### config.mk
export PLATFORM = sky130hd
export DESIGN_NAME = matrix_vector_loader_3x3
export DESIGN_NICKNAME = d
export VERILOG_FILES = /design/src/rtl/matrix_vector_loader_3x3.sv
export SDC_FILE = /design/constraint.sdc
export NUM_CORES = 1
export LEC_CHECK = 0
export CELL_PAD_IN_SITES_DETAIL_PLACEMENT = 1
export CELL_PAD_IN_SITES_GLOBAL_PLACEMENT = 2
export CORE_MARGIN = 2
export CORE_UTILIZATION = 27
export CTS_BUF_LIST = sky130_fd_sc_hd__clkbuf_4 sky130_fd_sc_hd__clkbuf_8
export DETAILED_ROUTE_END_ITERATION = 10
export PLACE_DENSITY = 0.86
export SLEW_MARGIN = 0
export SYNTH_ARGS = -nofsm -noshare
export SYNTH_HDL_FRONTEND = slang
export SYNTH_SLANG_ARGS = --single-unit
### constraint.sdc
create_clock -name clk_i -period 2 [get_ports clk_i]
set_clock_uncertainty 0.05 [all_clocks]
set_input_delay 0.2 -clock clk_i [delete_from_list [all_inputs] [get_ports clk_i]]
set_output_delay 0.2 -clock clk_i [all_outputs]
set_load 0.05 [all_outputs]
### src/rtl/matrix_vector_loader_3x3.sv
// 3x3 matrix / 3-vector frame loader.
// Collects a stream of signed 16-bit words into a row-major 3x3 matrix
// followed by a 3-vector, then presents the complete frame to a downstream
// multiply stage with a valid/ready handshake. With KEEP_MATRIX=1 the matrix
// is retained across frames, so later frames only carry the vector until a
// reload is requested.
module matrix_vector_loader_3x3 #(
  parameter bit KEEP_MATRIX = 1'b0
) (
  input  logic         clk_i,
  input  logic         rst_i,
  input  logic [15:0]  s_data_i,
  input  logic         s_valid_i,
  output logic         s_ready_o,
  input  logic         reload_i,
  output logic [143:0] m_mat_o,
  output logic [47:0]  m_vec_o,
  output logic         m_valid_o,
  input  logic         m_ready_i,
  output logic [15:0]  frame_cnt_o
);

  typedef enum logic [1:0] {
    LOAD_M = 2'd0,
    LOAD_V = 2'd1,
    HOLD   = 2'd2
  } state_t;

  state_t      state_reg;
  logic [3:0]  idx_reg;
  logic        reload_pending_reg;
  logic [15:0] frame_cnt_reg;

  logic in_xfer;
  logic out_xfer;
  logic reload_req;
  logic mat_wr;
  logic vec_wr;

  // Ready is a pure decode of the state, forced low while reset is held.
  assign s_ready_o   = ~rst_i && (state_reg != HOLD);
  assign m_valid_o   = (state_reg == HOLD);
  assign frame_cnt_o = frame_cnt_reg;

  assign in_xfer    = s_valid_i && s_ready_o;
  assign out_xfer   = (state_reg == HOLD) && m_ready_i;
  // Reload requests only matter when the matrix is normally retained.
  assign reload_req = KEEP_MATRIX && reload_i;
  assign mat_wr     = in_xfer && (state_reg == LOAD_M);
  assign vec_wr     = in_xfer && (state_reg == LOAD_V);

  // Frame sequencing: word index, state, reload request and handoff counter.
  always_ff @(posedge clk_i) begin
    if (rst_i) begin
      state_reg          <= LOAD_M;
      idx_reg            <= 4'd0;
      reload_pending_reg <= 1'b0;
      frame_cnt_reg      <= 16'd0;
    end else begin
      case (state_reg)
        LOAD_M: begin
          if (in_xfer) begin
            if (idx_reg == 4'd8) begin
              idx_reg   <= 4'd0;
              state_reg <= LOAD_V;
            end else begin
              idx_reg <= idx_reg + 4'd1;
            end
          end
        end
        LOAD_V: begin
          if (reload_req) begin
            reload_pending_reg <= 1'b1;
          end
          if (in_xfer) begin
            if (idx_reg == 4'd2) begin
              idx_reg   <= 4'd0;
              state_reg <= HOLD;
            end else begin
              idx_reg <= idx_reg + 4'd1;
            end
          end
        end
        HOLD: begin
          if (out_xfer) begin
            frame_cnt_reg <= frame_cnt_reg + 16'd1;
            // A reload arriving on the handoff edge itself still forces a
            // full matrix load for the next frame.
            if (KEEP_MATRIX && !reload_pending_reg && !reload_req) begin
              state_reg <= LOAD_V;
            end else begin
              state_reg          <= LOAD_M;
              reload_pending_reg <= 1'b0;
            end
          end else if (reload_req) begin
            reload_pending_reg <= 1'b1;
          end
        end
        default: begin
          state_reg <= LOAD_M;
          idx_reg   <= 4'd0;
        end
      endcase
    end
  end

  // One register per matrix element; element gi sits at row gi/3, col gi%3.
  for (genvar gi = 0; gi < 9; gi++) begin : g_mat
    logic [15:0] elem_reg;

    // Capture the word addressed by idx while loading the matrix.
    always_ff @(posedge clk_i) begin
      if (rst_i) begin
        elem_reg <= 16'd0;
      end else if (mat_wr && (idx_reg == 4'(gi))) begin
        elem_reg <= s_data_i;
      end
    end

    assign m_mat_o[143-16*gi -: 16] = elem_reg;
  end

  // One register per vector element.
  for (genvar gi = 0; gi < 3; gi++) begin : g_vec
    logic [15:0] elem_reg;

    // Capture the word addressed by idx while loading the vector.
    always_ff @(posedge clk_i) begin
      if (rst_i) begin
        elem_reg <= 16'd0;
      end else if (vec_wr && (idx_reg == 4'(gi))) begin
        elem_reg <= s_data_i;
      end
    end

    assign m_vec_o[47-16*gi -: 16] = elem_reg;
  end

endmodule
==> impl_results.md <==
* Outcome: finished, final reports clean
* Final critical-path required period at roughly 2.0 ns
* Slew HR at 53.3%
* Combinational Power Share at around 5.6%
* DRT antenna net count at 0
* Cell Chain, Critical Path: clkdlybuf4s50_1
* Final clock period utilization by the worst path at 97.6%
* Register area share after synthesis at between 50 and 60%
* Sequential power share at approximately half
* Layout overhead on the synthesized area at 49.9%
* Vias in the first global route at 7,792
* Final Hold Viols at 0
* Crit path capture type: primary output
* Final nets at 1,256
* Row count at 62
* Crit path max fanout at 2
* #FFs+latches synth at 214
* Final-report max-slew violation count at 0
* Synth Instances at 985
* Clk sink count at 214
* Power per cell area at 757 nW/µm²
* Tot GR Track Use at between 10% and 20%
* Net Sw Frac at 24.0%
* First-pass GRT wire length at 45.7 mm
* Iter 0 DRT Violations at 389
* Core ar. at 28,700 µm²
* Worst slew pin tran at 0.701 ns
* Die area at 30,500 µm²
* Post-route cell area at about 12,000 µm²
* Post-Syn Nets at 1,011
* Syn_area_per_cell at 7.98 µm²
* Mapped cell area at 7860 µm²
* CTS H-tree lvls at 2
* Layout cell share with drive strength beyond 1 at 10.8%
* Final estimated routing congestion in global placement at 0.777
* Internal at around 6800 µW
* Initial antenna violation count at 0
* CTS tree: done
* Worst path required time at 1.75 ns
* Fill count at between 3,000 and 4,000
* Initial Utilization at 27.4%
* Remaining DRCs at 0
* Async set-reset flop share out of synthesis at 0%
* CTS Buf Count at 40
* Post-synth EDFFs at 0
* Worst VDD drop at 341 µV
* Largest net degree at the start of global routing at 149
* Largest register FFs at 144
* Synth unique cells at 36
* Placed cell area at 10,900 µm²
* Clock share of power at 46.1%
* Die Span Y at roughly 170 µm
* Clk buf depth at 3
* Number of port buffers at 229
* Clock latency on the worst-skew pair at between 0.5 and 0.6 ns
* Worst path buffer plus inverter count at 1
* Setup-failing EPs final at 0
* GRT overflow at 0
* Post-route non-filler standard cell count at 1,635
* CP max stage delay at between 0.8 and 0.9 ns
* Root Driver: clkbuf_8
* Highest clock rate at 0.512 GHz
* Slowest cell on crit path: clkdlybuf4s50_1
* Post-Route WL at 29.9 mm
* Die W at 175 µm
* Worst Path Class, Setup: reg2out
* I/O pin count at 231
* Final HPWL DP at 19.8 mm
* Worst Hold Class: in2reg
* Wire per inst at 18.3 µm
* Reg clk slew, reported paths at 0.06 ns
* Main synth FF type: dfxtp_1
* Critical Path Source Type: flop
* Placed cells at ~1,600
* Leak at 0.00494 µW
* Yosys warns at 0
* Arrival @ worst endpoint at 1.70 ns
* Max Cap Viol at 0
* Critical path's top delay family: buffers and inverters
* Vias at 7,635
* 1st-pass router iterations at 4
* Ant. Diodes at 0
* Via/cell ratio at 4.67
* Switching power at 2140 µW
* Postcts setup bufs at 0
[cells by family (layout without fill, tap and decap cells)]
logic type | count (synthesis) | in the layout | synth area share [%]
flip-flops | 214 | 214 | 54.5
XOR/XNOR | 9 | 9 | 1.00
AO/OA/AOI/OAI | 200 | 200 | 13.1
adder cells (fa/ha/maj) | 5 | 5 | 0.796
multiplexers | 17 | 17 | 2.17
AND/OR/NAND/NOR | 454 | 454 | 23.7
buffers and inverters | 86 | 352 | 4.71
[power groups by stage]
stage | sequential, µW | clock (µW) | combinational [µW]
floorplan | 4480 | 0 | 170
CTS | 4310 | 4230 | 506
detailed placement | 4400 | 0 | 507
finish | 4310 | 4110 | 499
global placement | 4400 | 0 | 504
global route | 4310 | 4450 | 528
[metal layers]
| metal | part of all wire [%] | vias up | track usage (%) |
|---|---|---|---|
| met5 | 0 | - | 0 |
| met2 | 49 | 198 | 33.6 |
| li1 | - | 3694 | - |
| met3 | 5.7 | 50 | 4.74 |
| met1 | 42 | 3693 | 23.4 |
| met4 | 2.7 | 0 | 6.42 |
[stage by stage]
stage          utilization, %  total power, µW  worst slack [ns]  hold slack (ns)  TNS [ns]
2_1_floorplan               -             4650            0.0145            0.286         0
3_3_place_gp             38.1             4900            0.0861            0.339         0
3_5_place_dp             38.1             4900           0.00525            0.341         0
4_1_cts                  40.7             9040         0.0000742            0.130         0
5_1_grt                  41.0             9280          -0.00893            0.190  -0.00903
6_report                 41.0             8920            0.0473            0.167         0
[timing repair]
item | CTS | global route
endpoints found under the hold margin | 1 | 0
endpoints found under the setup margin | 23 | 42
gates resized for setup | 23 | 41
hold buffers | 1 | 0
[cell type report]
| class | instances | area, µm² | share of cell area, % |
|---|---|---|---|
| Sequential cell | 214 | 4290 | 36.4 |
| Multi-Input combinational cell | 685 | 3220 | 27.4 |
| Timing Repair Buffer | 284 | 3010 | 25.6 |
| Clock buffer | 61 | 746 | 6.33 |
| Tap cell | 384 | 480 | 4.08 |
| Inverter | 5 | 18.8 | 0.159 |
| Clock inverter | 2 | 10.0 | 0.0850 |
[cell usage after synthesis, types with 2 or more instances]
library cell | number | share of area [%]
nand4b_1 | 2 | 0.22
inv_1 | 5 | 0.24
and3_1 | 11 | 0.88
nand3_1 | 23 | 1.5
o31ai_1 | 2 | 0.19
clkbuf_1 | 44 | 2.1
nor2_1 | 31 | 1.5
a21oi_1 | 188 | 12
or4_1 | 2 | 0.19
or3_1 | 5 | 0.40
mux2i_1 | 17 | 2.2
ha_1 | 5 | 0.80
nand2_1 | 361 | 17
a2bb2oi_1 | 2 | 0.22
dfxtp_1 | 214 | 55
o21ai_0 | 5 | 0.32
nor2b_1 | 3 | 0.24
nor3_1 | 4 | 0.25
nand4_1 | 4 | 0.32
buf_2 | 27 | 1.7
xnor2_1 | 4 | 0.45
xor2_1 | 5 | 0.56
clkbuf_2 | 8 | 0.51
[placed cells by master, fill, tap and decap left out, drive strengths merged]
master / netlist / final
a21o: 1 / 1
a21oi: 188 / 188
a22oi: 1 / 1
a2bb2oi: 2 / 2
a311oi: 1 / 1
and2: 1 / 1
and3: 11 / 11
and4: 1 / 1
and4b: 1 / 1
and4bb: 1 / 1
buf: 29 / 59
clkbuf: 52 / 61
clkdlybuf4s50: 0 / 163
clkinv: 0 / 2
dfxtp: 214 / 214
dlygate4sd2: 0 / 21
dlygate4sd3: 0 / 1
dlymetal6s2s: 0 / 40
ha: 5 / 5
inv: 5 / 5
mux2i: 17 / 17
nand2: 361 / 361
nand3: 23 / 23
nand4: 5 / 5
nand4b: 2 / 2
nor2: 31 / 31
nor2b: 3 / 3
nor3: 4 / 4
nor3b: 1 / 1
nor4: 1 / 1
nor4b: 1 / 1
o21ai: 5 / 5
o31ai: 2 / 2
or3: 5 / 5
or4: 2 / 2
xnor2: 4 / 4
xor2: 5 / 5
[worst paths after layout]
path | slack, ns | startpoint | endpoint | cells past startpoint
min reg2reg | 0.40 | g_mat[0].elem_reg[0] | g_mat[0].elem_reg[0] | 2
min | 0.17 | rst_i | idx_reg[3] | 5
max reg2reg | 0.14 | frame_cnt_o[4] | frame_cnt_o[15] | 4
max | 0.05 | g_vec[2].elem_reg[7] | m_vec_o[7] | 1
Power figures use the tool's default switching activity.
